==> src/rtl/secded_pkg.sv <==
// secded_pkg: shared constants, status enum and helper functions for the
// 32-bit SECDED read path (39-bit codeword: 32 data, 6 Hamming parity bits,
// 1 overall-parity bit at index 38).
package secded_pkg;

    localparam int M     = 32;  // data width
    localparam int P     = 7;   // check bits (6 Hamming + overall)
    localparam int CW_W  = 39;  // codeword width
    localparam int SYN_W = 6;   // Hamming syndrome width

    typedef enum logic [1:0] {
        CLEAN  = 2'd0,
        CORR   = 2'd1,
        UNCORR = 2'd2
    } secded_status_e;

    // True for indices that carry check bits rather than data: the Hamming
    // positions 1,2,4,8,16,32 (index = position - 1) and the overall bit.
    function automatic logic is_parity_idx(input logic [5:0] idx);
        return (idx == 6'd0)  || (idx == 6'd1)  || (idx == 6'd3) ||
               (idx == 6'd7)  || (idx == 6'd15) || (idx == 6'd31) ||
               (idx == 6'd38);
    endfunction

    // Gather the 32 data bits from the non-check indices in ascending order.
    function automatic logic [M-1:0] extract_data(input logic [CW_W-1:0] cw);
        logic [M-1:0] d;
        logic [5:0]   k;
        d = '0;
        k = 6'd0;
        for (int i = 0; i < CW_W; i++) begin
            if (!is_parity_idx(6'(i))) begin
                d[k[4:0]] = cw[i];
                k         = k + 6'd1;
            end
        end
        return d;
    endfunction

    // Syndrome bit k: XOR of cw[i] over indices 0..37 whose position (i+1)
    // has bit k set. The overall-parity bit never contributes.
    function automatic logic syn_bit(input logic [CW_W-1:0] cw, input logic [2:0] k);
        logic       acc;
        logic [5:0] pos;
        acc = 1'b0;
        for (int i = 0; i < CW_W - 1; i++) begin
            pos = 6'(i + 1);
            acc = acc ^ (cw[i] & pos[k]);
        end
        return acc;
    endfunction

    // Overall even-parity check across the whole codeword.
    function automatic logic calc_parity(input logic [CW_W-1:0] cw);
        return ^cw;
    endfunction

endpackage

==> src/rtl/secded_syndrome.sv <==
// secded_syndrome: combinational syndrome / overall-parity generator placed
// in front of the decoder's first register stage.
//   in_cw : 39-bit codeword
//   syn   : 6-bit Hamming syndrome (0 = no Hamming error)
//   p     : overall parity of all 39 bits (0 for a clean word)
module secded_syndrome
    import secded_pkg::*;
(
    input  logic [CW_W-1:0]  in_cw,
    output logic [SYN_W-1:0] syn,
    output logic             p
);

    // Compute each syndrome bit and the overall parity.
    always_comb begin
        syn = '0;
        for (int k = 0; k < SYN_W; k++) begin
            syn[k] = syn_bit(in_cw, 3'(k));
        end
        p = calc_parity(in_cw);
    end

endmodule

==> src/rtl/secded_decoder.sv <==
// secded_decoder: two-stage pipelined SECDED checker/corrector.
//   S1 holds the codeword with its syndrome and overall parity; S2 holds the
//   corrected data and status flags that drive the outputs directly.
// Ports:
//   clk, rst              : clock, synchronous active-high reset
//   in_valid/in_ready     : codeword handshake (in_ready is combinational)
//   in_cw                 : 39-bit codeword
//   out_valid/out_ready   : decoded-word handshake
//   out_data              : corrected (or raw, if uncorrectable) data
//   out_corr/out_uncorr   : single-bit corrected / uncorrectable flags
//   out_err_pos           : 1-based flipped-bit position, 0 when none
//   cnt_clr               : clears counters and last_syn (wins over updates)
//   corr_cnt/uncorr_cnt   : saturating error counters
//   last_syn              : {p, syn} of the latest erroneous word delivered
module secded_decoder
    import secded_pkg::*;
#(
    parameter int CNT_W = 16
) (
    input  logic             clk,
    input  logic             rst,
    input  logic             in_valid,
    output logic             in_ready,
    input  logic [CW_W-1:0]  in_cw,
    output logic             out_valid,
    input  logic             out_ready,
    output logic [M-1:0]     out_data,
    output logic             out_corr,
    output logic             out_uncorr,
    output logic [5:0]       out_err_pos,
    input  logic             cnt_clr,
    output logic [CNT_W-1:0] corr_cnt,
    output logic [CNT_W-1:0] uncorr_cnt,
    output logic [6:0]       last_syn
);

    localparam logic [CNT_W-1:0] CNT_MAX = {CNT_W{1'b1}};
    localparam logic [CNT_W-1:0] CNT_ONE = CNT_W'(1);

    logic [SYN_W-1:0] syn_s;
    logic             p_s;

    logic             s1_valid_r;
    logic [CW_W-1:0]  s1_cw_r;
    logic [SYN_W-1:0] s1_syn_r;
    logic             s1_p_r;

    logic [6:0]       s2_syn_r;

    logic             s2_load_s;
    logic             out_hs_s;
    secded_status_e   status_s;
    logic [5:0]       pos_s;
    logic [CW_W-1:0]  flip_s;
    logic [M-1:0]     data_s;
    logic             corr_s;
    logic             uncorr_s;

    secded_syndrome u_syndrome (
        .in_cw (in_cw),
        .syn   (syn_s),
        .p     (p_s)
    );

    // S2 takes a new word whenever it is empty or its word leaves this cycle;
    // S1 advances on the same condition, so at most two words are held.
    assign s2_load_s = !out_valid || out_ready;
    assign in_ready  = !s1_valid_r || s2_load_s;
    assign out_hs_s  = out_valid && out_ready;

    // S1: capture the codeword together with its syndrome and parity.
    always_ff @(posedge clk) begin
        if (rst) begin
            s1_valid_r <= 1'b0;
            s1_cw_r    <= '0;
            s1_syn_r   <= '0;
            s1_p_r     <= 1'b0;
        end else if (in_ready) begin
            s1_valid_r <= in_valid;
            if (in_valid) begin
                s1_cw_r  <= in_cw;
                s1_syn_r <= syn_s;
                s1_p_r   <= p_s;
            end else begin
                s1_cw_r  <= s1_cw_r;
                s1_syn_r <= s1_syn_r;
                s1_p_r   <= s1_p_r;
            end
        end else begin
            s1_valid_r <= s1_valid_r;
        end
    end

    // Classify the S1 word and build the single-bit correction mask.
    // A syndrome of zero with odd parity means only the overall bit flipped,
    // which carries no data, so no mask is applied in that case.
    always_comb begin
        status_s = CLEAN;
        pos_s    = 6'd0;
        flip_s   = '0;
        if (s1_syn_r == 6'd0) begin
            if (s1_p_r) begin
                status_s = CORR;
                pos_s    = 6'd39;
            end else begin
                status_s = CLEAN;
            end
        end else if (s1_p_r) begin
            if (s1_syn_r <= 6'd38) begin
                status_s = CORR;
                pos_s    = s1_syn_r;
                flip_s   = 39'd1 << (s1_syn_r - 6'd1);
            end else begin
                status_s = UNCORR;
            end
        end else begin
            status_s = UNCORR;
        end
    end

    // Decode status into flags; uncorrectable words keep the raw data.
    always_comb begin
        data_s = extract_data(s1_cw_r ^ flip_s);
        case (status_s)
            CORR: begin
                corr_s   = 1'b1;
                uncorr_s = 1'b0;
            end
            UNCORR: begin
                corr_s   = 1'b0;
                uncorr_s = 1'b1;
            end
            default: begin
                corr_s   = 1'b0;
                uncorr_s = 1'b0;
            end
        endcase
    end

    // S2: output register; holds steady while the consumer stalls.
    always_ff @(posedge clk) begin
        if (rst) begin
            out_valid   <= 1'b0;
            out_data    <= '0;
            out_corr    <= 1'b0;
            out_uncorr  <= 1'b0;
            out_err_pos <= 6'd0;
            s2_syn_r    <= 7'd0;
        end else if (s2_load_s) begin
            out_valid <= s1_valid_r;
            if (s1_valid_r) begin
                out_data    <= data_s;
                out_corr    <= corr_s;
                out_uncorr  <= uncorr_s;
                out_err_pos <= pos_s;
                s2_syn_r    <= {s1_p_r, s1_syn_r};
            end else begin
                out_data    <= out_data;
                out_corr    <= out_corr;
                out_uncorr  <= out_uncorr;
                out_err_pos <= out_err_pos;
                s2_syn_r    <= s2_syn_r;
            end
        end else begin
            out_valid <= out_valid;
        end
    end

    // Error statistics, updated only when a word is actually delivered.
    always_ff @(posedge clk) begin
        if (rst || cnt_clr) begin
            corr_cnt   <= '0;
            uncorr_cnt <= '0;
            last_syn   <= 7'd0;
        end else if (out_hs_s) begin
            if (out_corr && (corr_cnt != CNT_MAX)) begin
                corr_cnt <= corr_cnt + CNT_ONE;
            end else begin
                corr_cnt <= corr_cnt;
            end
            if (out_uncorr && (uncorr_cnt != CNT_MAX)) begin
                uncorr_cnt <= uncorr_cnt + CNT_ONE;
            end else begin
                uncorr_cnt <= uncorr_cnt;
            end
            if (out_corr || out_uncorr) begin
                last_syn <= s2_syn_r;
            end else begin
                last_syn <= last_syn;
            end
        end else begin
            corr_cnt   <= corr_cnt;
            uncorr_cnt <= uncorr_cnt;
            last_syn   <= last_syn;
        end
    end

endmodule

==> config.mk <==
export PLATFORM = sky130hd
export DESIGN_NAME = secded_decoder
export DESIGN_NICKNAME = d
export VERILOG_FILES = /design/src/rtl/secded_pkg.sv /design/src/rtl/secded_syndrome.sv /design/src/rtl/secded_decoder.sv
export SDC_FILE = /design/constraint.sdc
export NUM_CORES = 1
export LEC_CHECK = 0
export ABC_AREA = 0
export CAP_MARGIN = 0
export CORE_ASPECT_RATIO = 0.7
export CORE_MARGIN = 4
export CORE_UTILIZATION = 47
export CTS_CLUSTER_DIAMETER = 120
export CTS_CLUSTER_SIZE = 12
export DETAILED_ROUTE_END_ITERATION = 10
export PLACE_DENSITY = 0.76
export SYNTH_ARGS = -nofsm -noshare
export SYNTH_HDL_FRONTEND = slang
export SYNTH_HIERARCHICAL = 1
export SYNTH_SLANG_ARGS = --single-unit
export TNS_END_PERCENT = 5
==> constraint.sdc <==
create_clock -name clk -period 1.8 [get_ports clk]
set_clock_uncertainty 0.1 [all_clocks]
set_input_delay 0.18 -clock clk [delete_from_list [all_inputs] [get_ports clk]]
set_output_delay 0.18 -clock clk [all_outputs]
set_load 0.1 [all_outputs]
After elaboration in Yosys (flattened, before gate mapping)
Cells that the tools add are included.
W data, S select, Z words.
{"block": "word_totals", "output_inout_bits": 81, "inputBits": 44, "register_bits": 133}
{"block": "classes", "n_mux": 13, "magnitude_cmp": 1, "n_reduce_logical": 16, "bitwise_logic": 91, "n_eq_ne": 4, "addsub": 3, "n_shift": 1}
{"cell": "$mux W38", "n": 3}
{"cell": "$xor A1 B1 Y1", "n": 90}
{"cell": "$reduce_xor A39 Y1", "n": 1}
{"cell": "$shl A1 B6 Y38 const A", "n": 1}
{"cell": "$xor A38 B38 Y38", "n": 1}
{"cell": "$add A16 B1 Y16 const B", "n": 2}
{"cell": "$ne A16 B16 Y1 const B", "n": 2}
{"cell": "$mux W6", "n": 4}
{"cell": "$reduce_and A2 Y1", "n": 5}
{"cell": "$le A6 B6 Y1 const B", "n": 1}
{"cell": "$logic_not A6 Y1", "n": 1}
{"cell": "$mux W2", "n": 3}
{"cell": "$sub A6 B1 Y6 const B", "n": 1}
{"cell": "$logic_or A1 B1 Y1", "n": 4}
{"cell": "$logic_and A1 B1 Y1", "n": 3}
{"cell": "$mux W1", "n": 3}
{"cell": "$eq A2 B1 Y1 const B", "n": 1}
{"cell": "$eq A2 B2 Y1 const B", "n": 1}
{"cell": "$logic_not A1 Y1", "n": 2}

Logic depth before layout (Yosys ltp)
{"block": "logic_depth", "ltp_word": 18, "depth_mapped": 7}

By module
Netlist, hierarchy kept.
{"module": "secded_decoder", "area_per_inst_um2": 5715.5, "cells_each": 702, "instances": 1, "seq_area_each_um2": 2542.4}
{"module": "secded_syndrome", "area_per_inst_um2": 706.9, "cells_each": 73, "instances": 1, "seq_area_each_um2": 0.0}

Worst setup path after synthesis
No wires, ideal clock.
{"block": "synth_path", "kind": "register to register", "start": "register out_valid", "end": "register s1_cw_r[29]", "path_buffers": 2, "synth_period_minus_slack_ns": 3.242, "t_required_ns": 1.568, "stages_incl_launch_ff": 7, "arrival_time_ns": 3.009, "slack_ns": -1.442, "path_cell_list": "dfxtp_1 nand3b_1 and2_1 buf_2 buf_1 nand2_1 a21oi_1"}
{"block": "synth_via", "elab_chain_cells": 4}
{"item": "from (decl)", "line_no": "secded_decoder.sv:25", "text": "output logic out_valid,"}
{"item": "from (signal assigned)", "line_no": "secded_decoder.sv:150", "text": "out_valid <= s1_valid_r;"}
{"item": "from (signal assigned)", "line_no": "secded_decoder.sv:165", "text": "out_valid <= out_valid;"}
{"item": "$logic_not A1 Y1", "line_no": "secded_decoder.sv:67", "text": "assign s2_load_s = !out_valid || out_ready;"}
{"item": "$logic_or A1 B1 Y1", "line_no": "secded_decoder.sv:67"}
{"item": "$logic_or A1 B1 Y1", "line_no": "secded_decoder.sv:68", "text": "assign in_ready = !s1_valid_r || s2_load_s;"}
{"item": "named net in_ready", "line_no": "secded_decoder.sv:23", "text": "output logic in_ready,"}
{"item": "$reduce_and A2 Y1 (no line)"}
{"item": "to (signal assigned)", "line_no": "secded_decoder.sv:81", "text": "s1_cw_r <= in_cw;"}
{"item": "to (signal assigned)", "line_no": "secded_decoder.sv:85", "text": "s1_cw_r <= s1_cw_r;"}
{"item": "to (decl)", "line_no": "secded_decoder.sv:44", "text": "logic [CW_W-1:0] s1_cw_r;"}
The timed path passes the listed nets, and every way through them passes these cells.
A chain may end at the register's enable or synchronous reset.

Final worst setup path
{"block": "layout_path", "start": "register s1_syn_r[4]", "end": "register out_data[22]"}
{"block": "layout_via", "elab_chain_cells": 6}
{"item": "from (decl)", "line_no": "secded_decoder.sv:45", "text": "logic [SYN_W-1:0] s1_syn_r;"}
{"item": "from (signal assigned)", "line_no": "secded_decoder.sv:82", "text": "s1_syn_r <= syn_s;"}
{"item": "from (signal assigned)", "line_no": "secded_decoder.sv:86", "text": "s1_syn_r <= s1_syn_r;"}
{"item": "$sub A6 B1 Y6", "line_no": "secded_decoder.sv:112", "text": "flip_s = 39'd1 << (s1_syn_r - 6'd1);"}
{"item": "$shl A1 B6 Y38", "line_no": "secded_decoder.sv:112"}
{"item": "$mux W38", "line_no": "secded_decoder.sv:109", "text": "if (s1_syn_r <= 6'd38) begin"}
{"item": "$mux W38", "line_no": "secded_decoder.sv:108", "text": "end else if (s1_p_r) begin"}
{"item": "$mux W38 (*)", "line_no": "secded_decoder.sv:101", "text": "if (s1_syn_r == 6'd0) begin"}
{"item": "$xor A38 B38 Y38 (*)", "line_no": "secded_decoder.sv:123", "text": "data_s = extract_data(s1_cw_r ^ flip_s);"}
{"item": "to (signal assigned)", "line_no": "secded_decoder.sv:152", "text": "out_data <= data_s;"}
{"item": "to (signal assigned)", "line_no": "secded_decoder.sv:158", "text": "out_data <= out_data;"}
{"item": "to (decl)", "line_no": "secded_decoder.sv:27", "text": "output logic [M-1:0] out_data,"}
Mark *: on every way between the ends. The rest lies on a longest branch, timed or not.

==> run_results.csv <==
group,metric,value,unit
finish,stdcell_area,10300,sq um
pwr,switchingPower,3.02,mW
pwr,power_frac_comb,29.1,%
floorplan,rows,35,
synth,synth-edff-count,0,
job,drv_cap,0,
global_routing,grtUsageMet1,37.3,%
synth,netlist_instances,775,
worst_setup_path,r2r_end,"out_data[22]",
sta,rsz0062_at_grt,"true",
placed_design,gp_congestion,0.935,
routing,vias,6640,
routing,drc_errors,0,
worst_setup_path,crit_path_start_kind,"flip-flop",
global_routing,grt_pass1_vias,6297,
global_routing,grt_usage,26.4,%
worst_setup_path,cp.required,2010,ps
sta,min_period,1870,ps
synth,synth_ff_type,"dfxtp_1",
clock_tree,max-clock-path-buffers,2,
routing,routedWlPerCell,17.9,microns
finish,regArea,2560,sq um
synth,yosys.cell_types.count,56,
placed_design,dp_hpwl,15.2,mm
sta,fmax,535,MHz
global_routing,grt_max_degree,100,
pwr,peakVddDrop,0.000871,V
clock_tree,cts_tree,"done",
finish,fill_cells,844,
floorplan,die_x,148,microns
sta,tns,-98.3,ps
synth,syn_area_per_cell,8.29,sq um
worst_hold_path,holdPathStages,3,
sta,slew_violations,0,
synth,seq_area_frac_synth,39.6,%
worst_setup_path,reg2reg_from,"s1_syn_r[4]",
finish,antennaDiodeCount,0,
worst_hold_path,worstHoldStart,"in_cw[4]",
sta,whs,30.9,ps
finish,drive_gt1_share,29.0,%
floorplan,io_pins,125,
worst_hold_path,min_to,"s1_cw_r[4]",
worst_setup_path,cp-end-kind,"flip-flop",
routing,ant_nets,0,
sta,setup_violations,2,
synth,synth_top_area_share,39.6,%
pwr,seqPwrFrac,32.5,%
global_routing,met2_usage,41.0,%
finish,synthToLayoutAreaGrowth,60.0,%
clock_tree,htreeDepth,4,
sta,max-slew-margin-rel,70.7,%
sta,setup_ws,-70.8,ps
global_routing,grt.overflow.total,0,
global_routing,grt_pass1_wl,33.0,mm
clock_tree,cts_root_buffer,"clkbuf_16",
floorplan,die_h,106,microns
sta,min_period_over_period,104,%
floorplan,core,13300,sq um
routing,finalWirelength,21.5,mm
pwr,clockPowerShare,38.4,%
pwr,switching_share,31.1,%
synth,synth-seq-cells,127,
worst_setup_path,r2r_cells,5,
outcome,status,"finished, violations left",
clock_tree,cts_buffers,17,
worst_hold_path,hold_path.class,"input pin to flip-flop",
outcome,violations,"setup timing",
finish,multi_input_area,3810,sq um
global_routing,antenna_found_initial,0,
worst_setup_path,worstPathMaxFanout,13,
sta,hold_viol,0,
clock_tree,numClockSinks,127,
global_routing,busiest_layer,"met2",
global_routing,grt_use_met3,6.10,%
synth,async_flop_share,0,%
finish,fin_util,77.5,%
worst_setup_path,regToRegSetupSlack,-70,ps
routing,first_pass_iters,5,
synth,synth_area_leaders,"dfxtp_1 40%, xnor2_1 9.7%, nand2_1 8.3%",
worst_setup_path,cp.arrival,2080,ps
sta,worst_pin_slew,439,ps
synth,yosys_warnings,6,
synth,yosys.area.top_type,"dfxtp_1",
pwr,p_per_area,943,nW/um^2
routing,drt-initial-drc-count,555,
finish,nets,1048,
synth,syn_nets,821,
routing,vias_per_cell,5.53,
worst_setup_path,crit_type,"flip-flop to flip-flop",
floorplan,dieArea,15600,sq um
pwr,internal_power,6.67,mW
placed_design,place_area,9390,sq um
synth,syn_area,6420,sq um
placed_design,portBuffers,124,
clock_tree,path_clk_slew,60,ps
clock_tree,clk_latency,410,ps
pwr,cellLeakagePower,3.96,nW
finish,mostFrequentLayoutCells,"141 x nand2_1, 141 x buf_4, 118 x dfxtp_1",
floorplan,initial_core_util,48.4,%
==> synthesized netlist by cell type, types with 6 or more instances <==
cell type	n
nand4_1	11
and2_1	7
inv_1	9
nand3b_1	6
or4_1	8
o31ai_1	7
buf_2	13
nor2_1	52
clkbuf_1	35
dfxtp_1	127
mux2i_1	16
nand2_1	142
a311oi_1	6
xnor2_1	71
xor2_1	22
a21oi_1	80
and3_1	6
o21ai_0	16
a211oi_1	31
or3_1	24
nand3_1	16
==> timing repair <==
action                                  in CTS  in global routing
hold buffers                                 0                  0
gates resized for setup                      6                 39
gates cloned                                 0                  0
endpoints found under the setup margin       4                 29
pin swaps                                    5                  7
setup buffers                                0                  5
==> worst max path at each step <==
stage / startpoint / to / slack, ps
2_1_floorplan: out_valid / s1_cw_r[29] / -640
3_3_place_gp: in_cw[4] / s1_p_r / -440
3_5_place_dp: in_cw[4] / s1_p_r / -500
4_1_cts: in_cw[2] / s1_p_r / -40
5_1_grt: in_cw[29] / s1_p_r / -130
6_report: s1_syn_r[4] / out_data[22] / -70
==> sequential cells by signal, indices dropped and copies added, names as in the netlist <==
| signal | flops |
|---|---|
| out_data | 32 |
| out_valid | 1 |
| last_syn | 7 |
| out_corr | 1 |
| out_err_pos | 6 |
| s1_p_r | 1 |
| out_uncorr | 1 |
| corr_cnt | 16 |
| s1_valid_r | 1 |
| s1_syn_r | 6 |
| s2_syn_r | 7 |
| uncorr_cnt | 16 |
| s1_cw_r | 32 |
==> cell type report <==
type	count	share of cell area [%]
clock inverters	12	1.78
well taps	185	2.25
inverters	9	0.329
repair buffers	261	29.2
clock buffers	20	4.46
multi-input cells	586	37.1
flip-flops and latches	127	24.9
==> through the flow <==
step | worst slack (ps) | power, mW | cells
6_report | -70.8 | 9.69 | 1200
3_3_place_gp | -440 | 5.73 | 1163
3_5_place_dp | -501 | 5.79 | 1163
2_1_floorplan | -635 | 4.81 | 775
5_1_grt | -130 | 10.0 | 1200
4_1_cts | -35.9 | 9.52 | 1195
==> logic make-up after synthesis <==
logic type                 after synthesis  share of synthesized area (%)
and+or+nand+nor                        308                           23.6
AOI/OAI and AO/OA                      161                           15.5
DFF                                    127                           39.6
xor gates and xnor gates                99                           14.6
buffers and inverters                   62                           3.88
muxes                                   16                           2.49
adders and majority gates                2                          0.390
==> power by group through the flow <==
stage	registers [mW]	logic, mW	clock network [mW]
2_1_floorplan	3.56	1.25	0
3_3_place_gp	3.17	2.56	0
3_5_place_dp	3.18	2.61	0
4_1_cts	3.13	2.66	3.73
5_1_grt	3.17	2.98	3.86
6_report	3.15	2.82	3.72
==> per-layer routing <==
metal / wire (microns) / share of wire (%)
met1: 9320 / 43
met5: 0 / 0
met3: 1840 / 8.6
met4: 347 / 1.6
met2: 9950 / 46
==> critical path, stage by stage, from the launching register on <==
cell and delay (ps):
dfxtp_2 370, buf_6 170, nand4b_1 270, buf_4 240, or3_1 330, a311oi_1 290
(Power assumes the default switching activity.)
